<file path="src/rtl/mesm6_pkg.sv">
// Shared types and helpers for the MESM-6 bit-field pack/unpack sequencer.
package mesm6_pkg;

   localparam int WORD_W = 48;

   typedef logic [WORD_W-1:0] word_t;

   typedef enum logic {
      OP_PACK   = 1'b0,
      OP_UNPACK = 1'b1
   } bitop_t;

   typedef enum logic [1:0] {
      S_IDLE = 2'd0,
      S_RUN  = 2'd1,
      S_DONE = 2'd2
   } state_t;

   // Number of set bits in a 48-bit word (0..48 fits in 6 bits).
   function automatic logic [5:0] popcount48(input word_t w);
      logic [5:0] c;
      c = 6'd0;
      for (int i = 0; i < WORD_W; i++) begin
         c = c + {5'd0, w[i]};
      end
      return c;
   endfunction

endpackage

</file>
<file path="src/rtl/mesm6_bitfield_step.sv">
// One mask position of the serial pack/unpack datapath.
// PACK:   src holds the source word unchanged; a selected bit src[pos] is
//         shifted into the result from the top.
// UNPACK: src is the consumable source word; a selected position takes
//         src[47], places it at result[pos] and shifts src left.
module mesm6_bitfield_step
   import mesm6_pkg::*;
(
   input  bitop_t     op_i,
   input  logic       mbit_i,
   input  logic [5:0] pos_i,
   input  word_t      src_i,
   input  word_t      res_i,
   output word_t      src_o,
   output word_t      res_o
);

   logic pick_s;

   // Selected source bit for PACK at the current scan position.
   assign pick_s = src_i[pos_i];

   // Apply one scan step; an unselected position leaves both registers as they are.
   always_comb begin
      src_o = src_i;
      res_o = res_i;
      if (mbit_i) begin
         case (op_i)
            OP_PACK: begin
               res_o = {pick_s, res_i[WORD_W-1:1]};
            end
            OP_UNPACK: begin
               res_o = res_i | ({47'd0, src_i[WORD_W-1]} << pos_i);
               src_o = {src_i[WORD_W-2:0], 1'b0};
            end
            default: begin
               res_o = res_i;
            end
         endcase
      end else begin
         res_o = res_i;
      end
   end

endmodule

</file>
<file path="src/rtl/mesm6_bitfield_seq.sv">
// Multicycle MESM-6 pack/unpack sequencer: scans the mask one position per
// clock and builds the 48-bit result serially behind valid/ready handshakes.
module mesm6_bitfield_seq
   import mesm6_pkg::*;
#(
   parameter bit EARLY_EXIT = 1'b1
)(
   input  logic        clk,
   input  logic        rst_n,
   input  logic        req_valid,
   output logic        req_ready,
   input  logic        req_op,
   input  logic [47:0] req_val,
   input  logic [47:0] req_mask,
   output logic        rsp_valid,
   input  logic        rsp_ready,
   output logic [47:0] rsp_data,
   output logic [5:0]  rsp_count,
   output logic        busy
);

   state_t     state_q, state_d;
   bitop_t     op_q, op_d;
   logic [5:0] ptr_q, ptr_d;
   word_t      rem_q, rem_d;
   word_t      src_q, src_d;
   word_t      res_q, res_d;
   logic [5:0] cnt_q, cnt_d;

   word_t      step_src_s;
   word_t      step_res_s;
   word_t      rem_step_s;
   logic       last_pos_s;

   mesm6_bitfield_step u_step (
      .op_i   (op_q),
      .mbit_i (rem_q[ptr_q]),
      .pos_i  (ptr_q),
      .src_i  (src_q),
      .res_i  (res_q),
      .src_o  (step_src_s),
      .res_o  (step_res_s)
   );

   // Remaining mask with the current position retired.
   assign rem_step_s = rem_q & ~(48'd1 << ptr_q);
   // PACK ends on position 47 (counting up), UNPACK on position 0 (counting down).
   assign last_pos_s = (op_q == OP_PACK) ? (ptr_q == 6'd47) : (ptr_q == 6'd0);

   assign rsp_data  = res_q;
   assign rsp_count = cnt_q;

   // State register.
   always_ff @(posedge clk or negedge rst_n) begin
      if (!rst_n) begin
         state_q <= S_IDLE;
      end else begin
         state_q <= state_d;
      end
   end

   // Next-state logic: accept, scan until the last useful position, hand off result.
   always_comb begin
      state_d = state_q;
      case (state_q)
         S_IDLE: begin
            if (req_valid) begin
               if (req_mask == 48'd0) begin
                  state_d = S_DONE;
               end else begin
                  state_d = S_RUN;
               end
            end else begin
               state_d = S_IDLE;
            end
         end
         S_RUN: begin
            if (last_pos_s || (EARLY_EXIT && (rem_step_s == 48'd0))) begin
               state_d = S_DONE;
            end else begin
               state_d = S_RUN;
            end
         end
         S_DONE: begin
            if (rsp_ready) begin
               state_d = S_IDLE;
            end else begin
               state_d = S_DONE;
            end
         end
         default: begin
            state_d = S_IDLE;
         end
      endcase
   end

   // Handshake outputs decoded from the state register.
   always_comb begin
      req_ready = 1'b0;
      rsp_valid = 1'b0;
      busy      = 1'b0;
      case (state_q)
         S_IDLE: begin
            req_ready = 1'b1;
         end
         S_RUN: begin
            busy = 1'b1;
         end
         S_DONE: begin
            rsp_valid = 1'b1;
            busy      = 1'b1;
         end
         default: begin
            req_ready = 1'b0;
         end
      endcase
   end

   // Datapath next values: load on acceptance, step once per RUN cycle, hold otherwise.
   always_comb begin
      op_d  = op_q;
      ptr_d = ptr_q;
      rem_d = rem_q;
      src_d = src_q;
      res_d = res_q;
      cnt_d = cnt_q;
      case (state_q)
         S_IDLE: begin
            if (req_valid) begin
               op_d  = bitop_t'(req_op);
               ptr_d = req_op ? 6'd47 : 6'd0;
               rem_d = req_mask;
               src_d = req_val;
               res_d = 48'd0;
               cnt_d = popcount48(req_mask);
            end else begin
               ptr_d = ptr_q;
            end
         end
         S_RUN: begin
            rem_d = rem_step_s;
            src_d = step_src_s;
            res_d = step_res_s;
            if (op_q == OP_PACK) begin
               ptr_d = ptr_q + 6'd1;
            end else begin
               ptr_d = ptr_q - 6'd1;
            end
         end
         default: begin
            ptr_d = ptr_q;
         end
      endcase
   end

   // Datapath registers.
   always_ff @(posedge clk or negedge rst_n) begin
      if (!rst_n) begin
         op_q  <= OP_PACK;
         ptr_q <= 6'd0;
         rem_q <= 48'd0;
         src_q <= 48'd0;
         res_q <= 48'd0;
         cnt_q <= 6'd0;
      end else begin
         op_q  <= op_d;
         ptr_q <= ptr_d;
         rem_q <= rem_d;
         src_q <= src_d;
         res_q <= res_d;
         cnt_q <= cnt_d;
      end
   end

endmodule

</file>
<file path="config.mk">
export PLATFORM = sky130hd
export DESIGN_NAME = mesm6_bitfield_seq
export DESIGN_NICKNAME = d
export VERILOG_FILES = /design/src/rtl/mesm6_pkg.sv /design/src/rtl/mesm6_bitfield_step.sv /design/src/rtl/mesm6_bitfield_seq.sv
export SDC_FILE = /design/constraint.sdc
export NUM_CORES = 1
export LEC_CHECK = 0
export BUFFER_PORTS_ARGS = -buffer_cell sky130_fd_sc_hd__buf_2
export CAP_MARGIN = 10
export CORE_UTILIZATION = 35
export CTS_BUF_LIST = sky130_fd_sc_hd__clkbuf_8
export CTS_CLUSTER_SIZE = 28
export DETAILED_ROUTE_END_ITERATION = 8
export HOLD_SLACK_MARGIN = 0.08
export SYNTH_ARGS = -nofsm -noshare
export SYNTH_HDL_FRONTEND = slang
export SYNTH_SLANG_ARGS = --single-unit
</file>
<file path="constraint.sdc">
create_clock -name clk -period 2.6 [get_ports clk]
set_input_delay 0 -clock clk [delete_from_list [all_inputs] [get_ports clk]]
set_output_delay 0 -clock clk [all_outputs]
set_load 0.02 [all_outputs]
</file>
After elaboration in Yosys (flattened, before gate mapping)
Cells that the tools add are included.
{ "word_totals": {"ff_bits": 159, "word_cells": 107, "out_inout_bits": 57} }
{ "classes": {"shifts": 2, "bitwise_logic": 4, "magnitude_cmp": 1, "mux": 27, "eq_ne": 6, "n_addsub": 49, "n_reduce_logical": 11} }
{ "ops": {"columns": ["op", "count"], "rows": [
  ["$pmux W48 S2", 4],
  ["$mux W48", 6],
  ["$add A6 B1 Y6", 42],
  ["$logic_not A48 Y1", 2],
  ["$and A48 B48 Y48", 1],
  ["$not A48 Y48", 1],
  ["$or A48 B48 Y48", 1],
  ["$shl A1 B6 Y48", 1],
  ["$shl A1 B6 Y48 const A", 1],
  ["$mux W6", 3],
  ["$bmux W1 S6", 2],
  ["$pmux W6 S2", 1],
  ["$mux W2", 4],
  ["$lt A6 B7 Y1 const B", 1],
  ["$add A5 B1 Y6", 1],
  ["$add A6 B1 Y6 const B", 1],
  ["$eq A6 B6 Y1 const B", 1],
  ["$logic_not A6 Y1", 1],
  ["$mux W1", 6],
  ["$pmux W2 S3", 1],
  ["$sub A6 B1 Y6 const B", 1],
  ["$add A4 B1 Y5", 1],
  ["$add A3 B1 Y4", 1],
  ["$ne A2 B2 Y1 const B", 2],
  ["other kinds (13)", 14]
]} }

Logic depth before layout (Yosys ltp)
Gate-level depths: netlist (run 1).
{ "logic_depth": {"depth_word": 47, "ltp_mapped": 21, "ltp_nobuf": 21} }

Cells and area by module
Synthesis (run 1) repeated with hierarchy kept, for this count alone.
{ "hier_totals": {"hier_cells": 1277, "hier_area_um2": 11309.6} }
{ "by_module_without_submodules": {"columns": ["module", "area_each_um2", "instances", "cells_each"], "rows": [
  ["mesm6_bitfield_seq", 9444.1, 1, 997],
  ["mesm6_bitfield_step", 1865.5, 1, 280]
]} }

Least setup slack after synthesis (run 1)
OpenSTA, ideal clock, no wires.
{ "synth_path": {"path_kind": "in2reg", "start": "in req_mask[35]", "end": "reg cnt_q[4] (netlist: rsp_count[4])", "required_time_ns": 2.517, "path_stages": 21, "arrival_ns": 4.684, "path_buffers": 0, "setup_slack_ns": -2.166, "setup_time_ns": 0.083, "cell_sequence": "inv_1 > fa_1 > inv_1 > fa_1 > inv_1 > fa_1 > inv_1 > fa_1 > inv_1 > fa_1 > fa_1 > fa_1 > inv_1 > ha_1 > inv_1 > fa_1 > inv_1 > a21o_1 > a21oi_1 > xor2_1 > o21ai_0"} }
{ "synth_between": {"elab_chain_cells": 13} }
{ "synth_lines": {"columns": ["item", "line", "text"], "rows": [
  ["start: declaration", "mesm6_bitfield_seq.sv:14", "input logic [47:0] req_mask,"],
  ["$add A6 B1 Y6 (13 in series)", "mesm6_pkg.sv:24", "c = c + {5'd0, w[i]};"],
  ["end signal: assignment", "mesm6_bitfield_seq.sv:171", "cnt_q <= cnt_d;"],
  ["end: declaration", "mesm6_bitfield_seq.sv:28", "logic [5:0] cnt_q, cnt_d;"]
]} }
No other way between the ends.
A chain may end at the register's enable or synchronous reset.

Worst setup path after layout (run 1)
Same ends and word-level chain as after synthesis.

==> impl_metrics.ini, run 1 <==
[status]
status = complete, but fails checks
violations = setup timing

[place]
io_buffers = 157
place.gp.congestion = 0.9251
post-dp-hpwl_mm = 27.37
placedCellCount = 1894

[clock_tree]
clk_path_buf_depth = 2
cts_root_buffer = clkbuf_8
numCtsBuffers = 17
htreeDepth = 4
cts.sinks = 159
path_clk_slew_ns = 0.10
worstSkewPairLatency_ns = 0.47
cts_tree = built

[sta]
grt_setup_unrepaired = yes
worst_slack_ns = -1.805
finalCritPeriodShare = 1.694
fmax_ghz = 0.2270
worst_pin_slew_ns = 0.8842
finalCriticalPeriod_ns = 4.405
slew_viol_final = 0
slew_headroom = 0.4079
hold_viol = 0
skew_ns = 0.02512
fin_tns_setup_ns = -30.24
timing.hold.ws_ns = 0.09522
setup_viol = 104

[synth]
yosys-top-cells-count = o21ai_0 (202), dfrtp_1 (159), a21oi_1 (158)
yosys.cell_count.top_type = o21ai_0
ys.flop_type = dfrtp_1
postSynthCellCount = 1266
syn_nets = 1426
synth-seq-area-share = 0.3663
yosysTopAreaCellShare = 0.3663
yosysWarnings = 0
ys_async_sr_fraction = 1.000
synth_edf_count = 0
yosysTopAreaCell = dfrtp_1
synth_seq_cells = 159
syn_avg_cell_area_um2 = 8.581
synth_cell_types = 64
synth_area_leaders = dfrtp_1 (37%), o21ai_0 (9.3%), fa_1 (7.4%)
netlist_area_um2 = 10860

[detailed_routing]
drc = 0
wl_mm = 45.17
first_iter_violations = 1384
wl_per_cell_um = 21.78
via_per_inst = 5.842
postRouteAntennaNets = 0
firstDrtPassIters = 6
vias = 12117

[die]
fp.coreArea_um2 = 30590
chipWidth_um = 178.2
num_io_pins = 158
fp.dieH_um = 178.2
num_rows = 64
die_area_um2 = 31740
initial_core_util = 0.3551

[critical_path]
crit_path_start = req_mask[35]
r2r_setup_slack_ns = -0.34
worstSetupStartpointType = primary input
arrival_ns = 4.77
r2r_cells = 14
worstSetupPathType = in -> reg
end_kind = register
crit_path_end = rsp_count[4]
r2r-start = ptr_q[0]
crit_fanout = 2
r2r_end = src_q[26]
cp.required_ns = 2.96

[power_and_ir_drop]
vdd_ir_drop_max_mv = 1.421
p_total_mw = 26.45
power.density_nw_per_um2 = 1613
p_leak_nw = 7.407

[run]
drv_cap = 0

[finish]
stdcell_count = 2074
fin_nets = 1825
antennaDiodeCount = 0
layout-drive-gt1-share = 0.3635
area_delta_synth_final_pct = 50.96

[global_routing]
grt_usage = 0.2797
antenna_found_initial = 0
grt_max_degree = 100
grt_pass1_wl_mm = 67.16
grt_pass1_vias = 11704
grt_overflow = 0

[min_path]
hp-class = in -> reg
[metal layers]
layer  wire length [µm]  track usage
met5                  0            0
met3               3629      0.04071
met4               1966       0.1091
met1              18520       0.3778
met2              21050       0.4512
[how the worst min path moves through the flow]
stage,depth (start not counted),to,startpoint
after floorplan,0,op_q,rst_n
after global placement,1,src_q[10],rst_n
after detailed placement,1,src_q[10],rst_n
after CTS,5,rem_q[9],req_mask[9]
after global routing,5,rem_q[42],req_mask[42]
final,5,rem_q[42],req_mask[42]
[registers in the layout (all words and copies together) (netlist names)]
signal,count
op_q,1
rsp_count,6
state_q,2
rem_q,48
ptr_q,6
rsp_data,48
src_q,48
[critical path, stage by stage]
cell and delay, ns:
buf_8 0.09, inv_8 0.03, fa_1 0.53, inv_1 0.05, fa_1 0.48, inv_1 0.05, fa_1 0.47, inv_1 0.05
fa_1 0.49, inv_2 0.04, fa_2 0.53, fa_1 0.43, fa_1 0.50, inv_2 0.05, ha_4 0.16, inv_2 0.05
fa_2 0.19, inv_1 0.04, a21o_1 0.18, a21oi_2 0.14, xor2_1 0.16, o21ai_1 0.07
[stage by stage]
step | util | instance area [µm²] | setup WS, ns
after floorplan | - | 10900 | -2.043
after global placement | 0.4318 | 13210 | -2.311
after detailed placement | 0.4318 | 13210 | -2.369
after CTS | 0.5210 | 15940 | -1.749
after global routing | 0.5361 | 16400 | -1.914
final | 0.5361 | 16400 | -1.805
[layout by cell type (no fill, tap or decap), types with 17 or more instances in the layout]
master,netlist,final
inv_1,128,121
o22ai_2,0,33
a21oi_1,158,88
mux4_2,13,20
a21o_1,49,49
dfrtp_1,159,156
o21ai_0,202,199
buf_12,0,18
nand2_1,70,70
buf_2,10,154
dlygate4sd3_1,0,98
clkbuf_8,0,18
a21oi_2,0,53
a21oi_4,0,17
buf_6,3,17
nor2_1,105,98
fa_1,40,37
buf_4,5,180
[power by group]
part | leakage (nW) | total (mW) | internal (mW) | switching, mW
combinational | 5.33 | 19.6 | 9.10 | 10.5
clock | 0.179 | 1.89 | 0.796 | 1.09
sequential | 1.89 | 4.93 | 3.69 | 1.25
[cell families after synthesis]
family	count (synthesis)	share of synthesized area
AO/OA/AOI/OAI	519	0.2740
XOR/XNOR	7	0.005644
adder cells (fa/ha/maj)	59	0.09560
buffers and inverters	238	0.08823
flip-flops	159	0.3663
multiplexers	28	0.05748
AND/OR/NAND/NOR	256	0.1128
[repair_timing]
item	in CTS	in global routing
hold buffers	98	0
gates resized for setup	159	81
cloned	23	0
pin swaps	96	65
buffers inserted	22	10
endpoints found under the hold margin	259	0
endpoints found under the setup margin	104	105
[cell type report]
class                   count  area (µm²)
multi-input cells         873        6913
clock buffers              18       247.7
repair buffers            486        4138
inverters                 128       488.0
fillers                  2685       14190
well taps                 396       495.5
clock inverters            14       133.9
flip-flops and latches    159        3983
No activity file was read; power rests on OpenSTA's default activity.
==> inputs of run 2 (changes only) <==
CELL_PAD_IN_SITES_DETAIL_PLACEMENT = 2   (was unset)
CELL_PAD_IN_SITES_GLOBAL_PLACEMENT = 2   (was unset)
CORE_UTILIZATION = 33   (was 35)
PLACE_DENSITY_LB_ADDON = 0.1   (was unset)
SLEW_MARGIN = 20   (was unset)
==> impl_metrics.ini, run 2 (synthesis gave the netlist of run 1 again) <==
[power_and_ir_drop]
p_total_mw = 28.97
power.density_nw_per_um2 = 1752
vdd_ir_drop_max_mv = 0.8982
p_leak_nw = 7.324

[clock_tree]
numCtsBuffers = 17
cts_tree = built
clk_path_buf_depth = 2
path_clk_slew_ns = 0.12
worstSkewPairLatency_ns = 0.53
cts.sinks = 159
htreeDepth = 4
cts_root_buffer = clkbuf_8

[finish]
final_cell_mix = o21ai_0 (193), dfrtp_1 (156), buf_2 (154)
area_delta_synth_final_pct = 52.21
ff_latch_area_um2 = 3983
final_common_cell = o21ai_0
fillers = 3397
layout-drive-gt1-share = 0.3679
multi_input_area_um2 = 7071
fin_nets = 1797

[sta]
slew_viol_final = 0
finalCritPeriodShare = 1.773
grt_setup_unrepaired = yes
timing.hold.ws_ns = 0.1536
fmax_ghz = 0.2170
fin_tns_setup_ns = -43.77
worst_pin_slew_ns = 0.8237
setup_viol = 104
slew_headroom = 0.4458
hold_viol = 0
skew_ns = 0.02876
finalCriticalPeriod_ns = 4.609
worst_slack_ns = -2.009

[die]
initial_core_util = 0.3347
fp.coreArea_um2 = 32450
num_io_pins = 158
chipWidth_um = 183.4
die_area_um2 = 33650
num_rows = 66
fp.dieH_um = 183.4

[detailed_routing]
vias = 12629
wl_mm = 62.82
first_iter_violations = 1165
drc = 0
postRouteAntennaNets = 0
firstDrtPassIters = 7
wl_per_cell_um = 30.00
via_per_inst = 6.031

[critical_path]
worstSetupStartpointType = primary input
end_kind = register
arrival_ns = 5.01
crit_fanout = 2
r2r_setup_slack_ns = -0.49
worstSetupPathType = in -> reg
cp.required_ns = 3.00

[global_routing]
grt_overflow = 0
grt_pass1_wl_mm = 81.20
grt_max_degree = 73
antenna_found_initial = 3
grt_usage = 0.3248
grt_pass1_vias = 13047

[status]
violations = setup timing
status = complete, but fails checks

[place]
io_buffers = 157
place.gp.congestion = 0.8822
post-dp-hpwl_mm = 33.65

[run]
drv_cap = 0

[min_path]
hp-class = in -> reg
-- run 2: final cells by class --
| cell class | count | share of cell area |
|---|---|---|
| tap | 442 | 0.03345 |
| timing repair buffer | 462 | 0.2409 |
| multi-input combinational | 869 | 0.4276 |
| clock inverter | 13 | 0.01135 |
| inverter | 128 | 0.02966 |
| sequential | 159 | 0.2409 |
| antenna | 2 | 0.0003027 |
| clock buffer | 19 | 0.01582 |
-- run 2: metrics by stage --
step,setup WS (ns),std cells,utilization,cell area (µm²)
2_1_floorplan,-2.043,1266,-,10900
3_3_place_gp,-2.329,1907,0.4027,13070
6_report,-2.009,2094,0.5095,16530
5_1_grt,-2.076,2092,0.5093,16530
3_5_place_dp,-2.460,1907,0.4027,13070
4_1_cts,-1.768,2066,0.4632,15030
-- run 2: layer usage --
layer  up-vias  GRT usage  share of wire
li1       5191          -              -
met1      6562     0.4132           0.39
met2       658     0.5432           0.49
met3       216    0.05547          0.069
met4         2     0.1380          0.052
met5         -          0        0.00019
-- run 2: what timing repair did --
item / CTS / global route
cloned: 5 / 19
hold buffers: 101 / 0
gates resized for setup: 74 / 216
pin swaps: 21 / 64
endpoints found under the setup margin: 102 / 103
endpoints found under the hold margin: 262 / 0
setup buffers: 23 / 12
-- run 2: path summary, 6_finish.rpt --
kind	from	end	cells past startpoint
setup / recovery	req_mask[35]	rsp_count[4]	22
hold / removal	req_valid	rem_q[17]	4
setup reg to reg	ptr_q[3]	src_q[5]	12
hold reg to reg	rsp_count[3]	rsp_count[3]	2
max in group asynchronous	rst_n	src_q[19]	4
min in group asynchronous	rst_n	rsp_data[39]	3
-- run 2: critical path, cell delays in order --
cell,delay [ns]
buf_8,0.09
inv_8,0.03
fa_1,0.57
inv_2,0.05
fa_1,0.48
inv_1,0.05
fa_1,0.50
inv_1,0.06
fa_1,0.50
inv_2,0.05
fa_1,0.50
fa_1,0.44
fa_1,0.53
inv_2,0.06
ha_4,0.18
inv_4,0.06
fa_2,0.25
inv_2,0.04
a21o_1,0.19
a21oi_2,0.14
xor2_1,0.17
o21ai_1,0.07
-- run 2: report_power, final --
group / internal, mW / switching [mW]
sequential: 3.68 / 1.64
combinational: 9.17 / 12.2
clock: 1.10 / 1.17
total: 14.0 / 15.0
==> inputs of run 3 (changes only) <==
SETUP_SLACK_MARGIN = 0.1   (was unset)
==> impl_metrics.ini, run 3 (synthesis gave the netlist of run 1 again) <==
[critical_path]
cp_num_buf_inv = 9
arrival_ns = 4.94
r2r_cells = 8
cpPeakStageDelay_ns = 0.56
r2r_setup_slack_ns = -0.64
crit_fanout = 2
cp_common_cell = fa_1
r2r_end = state_q[1]
worstSetupPathType = in -> reg
cp_slowest_cell = fa_1
crit_family = adder cells
r2r-start = ptr_q[0]
crit_path_cell_trace = buf_8, inv_8, fa_1, inv_1, fa_1, inv_1, fa_1, inv_1, fa_1, inv_1, fa_1, fa_1, fa_1, inv_2, ha_4, inv_2, fa_2, inv_1, a21o_1, a21oi_2, xor2_1, o21ai_1
cp.required_ns = 3.00
end_kind = register
worstSetupStartpointType = primary input

[finish]
final_cell_mix = o21ai_0 (197), dfrtp_1 (156), buf_2 (153)
fillers = 3360
layout-drive-gt1-share = 0.3732
area_delta_synth_final_pct = 55.28
stdcell_count = 2090
multi_input_area_um2 = 7342
final_common_cell = o21ai_0
fin_nets = 1795
ff_latch_area_um2 = 3983
antennaDiodeCount = 0
design_area_um2 = 16870

[sta]
finalCritPeriodShare = 1.747
setup_viol = 104
slew_headroom = 0.4186
slew_viol_final = 0
grt_setup_unrepaired = yes
fmax_ghz = 0.2202
skew_ns = 0.03127
worst_slack_ns = -1.942
fin_tns_setup_ns = -46.70
timing.hold.ws_ns = 0.1035
worst_pin_slew_ns = 0.8721
finalCriticalPeriod_ns = 4.542
hold_viol = 0

[die]
fp.coreArea_um2 = 32450
fp.dieH_um = 183.4
num_io_pins = 158
num_rows = 66
chipWidth_um = 183.4
initial_core_util = 0.3347
die_area_um2 = 33650

[global_routing]
grt.busiest_layer = met2
grt_usage = 0.3675
grt_pass1_vias = 13781
met3_usage = 0.04913
grt_pass1_wl_mm = 90.95
grtUsageMet2 = 0.6297
grt_overflow = 0
antenna_found_initial = 1
use_met1 = 0.4495
grt_max_degree = 101

[detailed_routing]
wl_per_cell_um = 31.00
firstDrtPassIters = 5
first_iter_violations = 1107
via_per_inst = 6.072
vias = 12690
wl_mm = 64.79
drc = 0
postRouteAntennaNets = 0

[clock_tree]
path_clk_slew_ns = 0.11
cts.sinks = 159
worstSkewPairLatency_ns = 0.51
clk_path_buf_depth = 2
numCtsBuffers = 17
htreeDepth = 4
cts_root_buffer = clkbuf_8
cts_tree = built

[place]
post-dp-hpwl_mm = 33.81
place_area_um2 = 13040
place.gp.congestion = 0.9114
io_buffers = 157
placedCellCount = 1910

[status]
violations = setup timing
status = complete, but fails checks

[run]
drv_cap = 0

[min_path]
hp-class = in -> async
[run 3: how the worst max path moves through the flow]
stage | slack, ns | depth (start not counted) | startpoint | end
finish | -1.94 | 22 | req_mask[35] | rsp_count[4]
global route | -2.02 | 22 | req_mask[35] | rsp_count[4]
CTS | -1.92 | 22 | req_mask[35] | rsp_count[4]
detailed placement | -2.53 | 22 | req_mask[35] | rsp_count[4]
global placement | -2.43 | 22 | req_mask[35] | rsp_count[4]
floorplan | -2.04 | 21 | req_mask[35] | rsp_count[4]
[run 3: metrics by stage]
step	utilization	worst slack (ns)
6_report	0.5197	-1.942
2_1_floorplan	-	-2.043
3_5_place_dp	0.4018	-2.533
4_1_cts	0.5001	-1.924
3_3_place_gp	0.4018	-2.430
5_1_grt	0.5197	-2.023
[run 3: layout make-up]
class                   instances  share of cell area
clock buffers                  17             0.01387
clock inverters                15             0.01053
inverters                     128             0.02893
multi-input cells             869              0.4353
flip-flops and latches        159              0.2361
well taps                     442             0.03279
repair buffers                460              0.2425
[run 3: per-layer routing]
layer  vias up  share of wire
li1       5209              -
met1      6569           0.38
met2       651           0.49
met3       259          0.064
met4         2          0.061
met5         -        0.00020
[run 3: repair_timing]
action	4_1_cts	5_1_grt
hold buffers	99	0
pin swaps	54	48
resized for setup	213	130
setup endpoints to repair	104	106
gates cloned	27	2
endpoints found under the hold margin	260	0
setup buffers	21	9
[run 3: tightest hold or removal path: cells and delay by family]
| kind | cells | cell delay (ns) |
|---|---|---|
| buffers and inverters | 3 | 0.98 |
Power of run 3 is not shown: default switching activity piles up to over one toggle a cycle in this logic, so the estimate is an artifact.
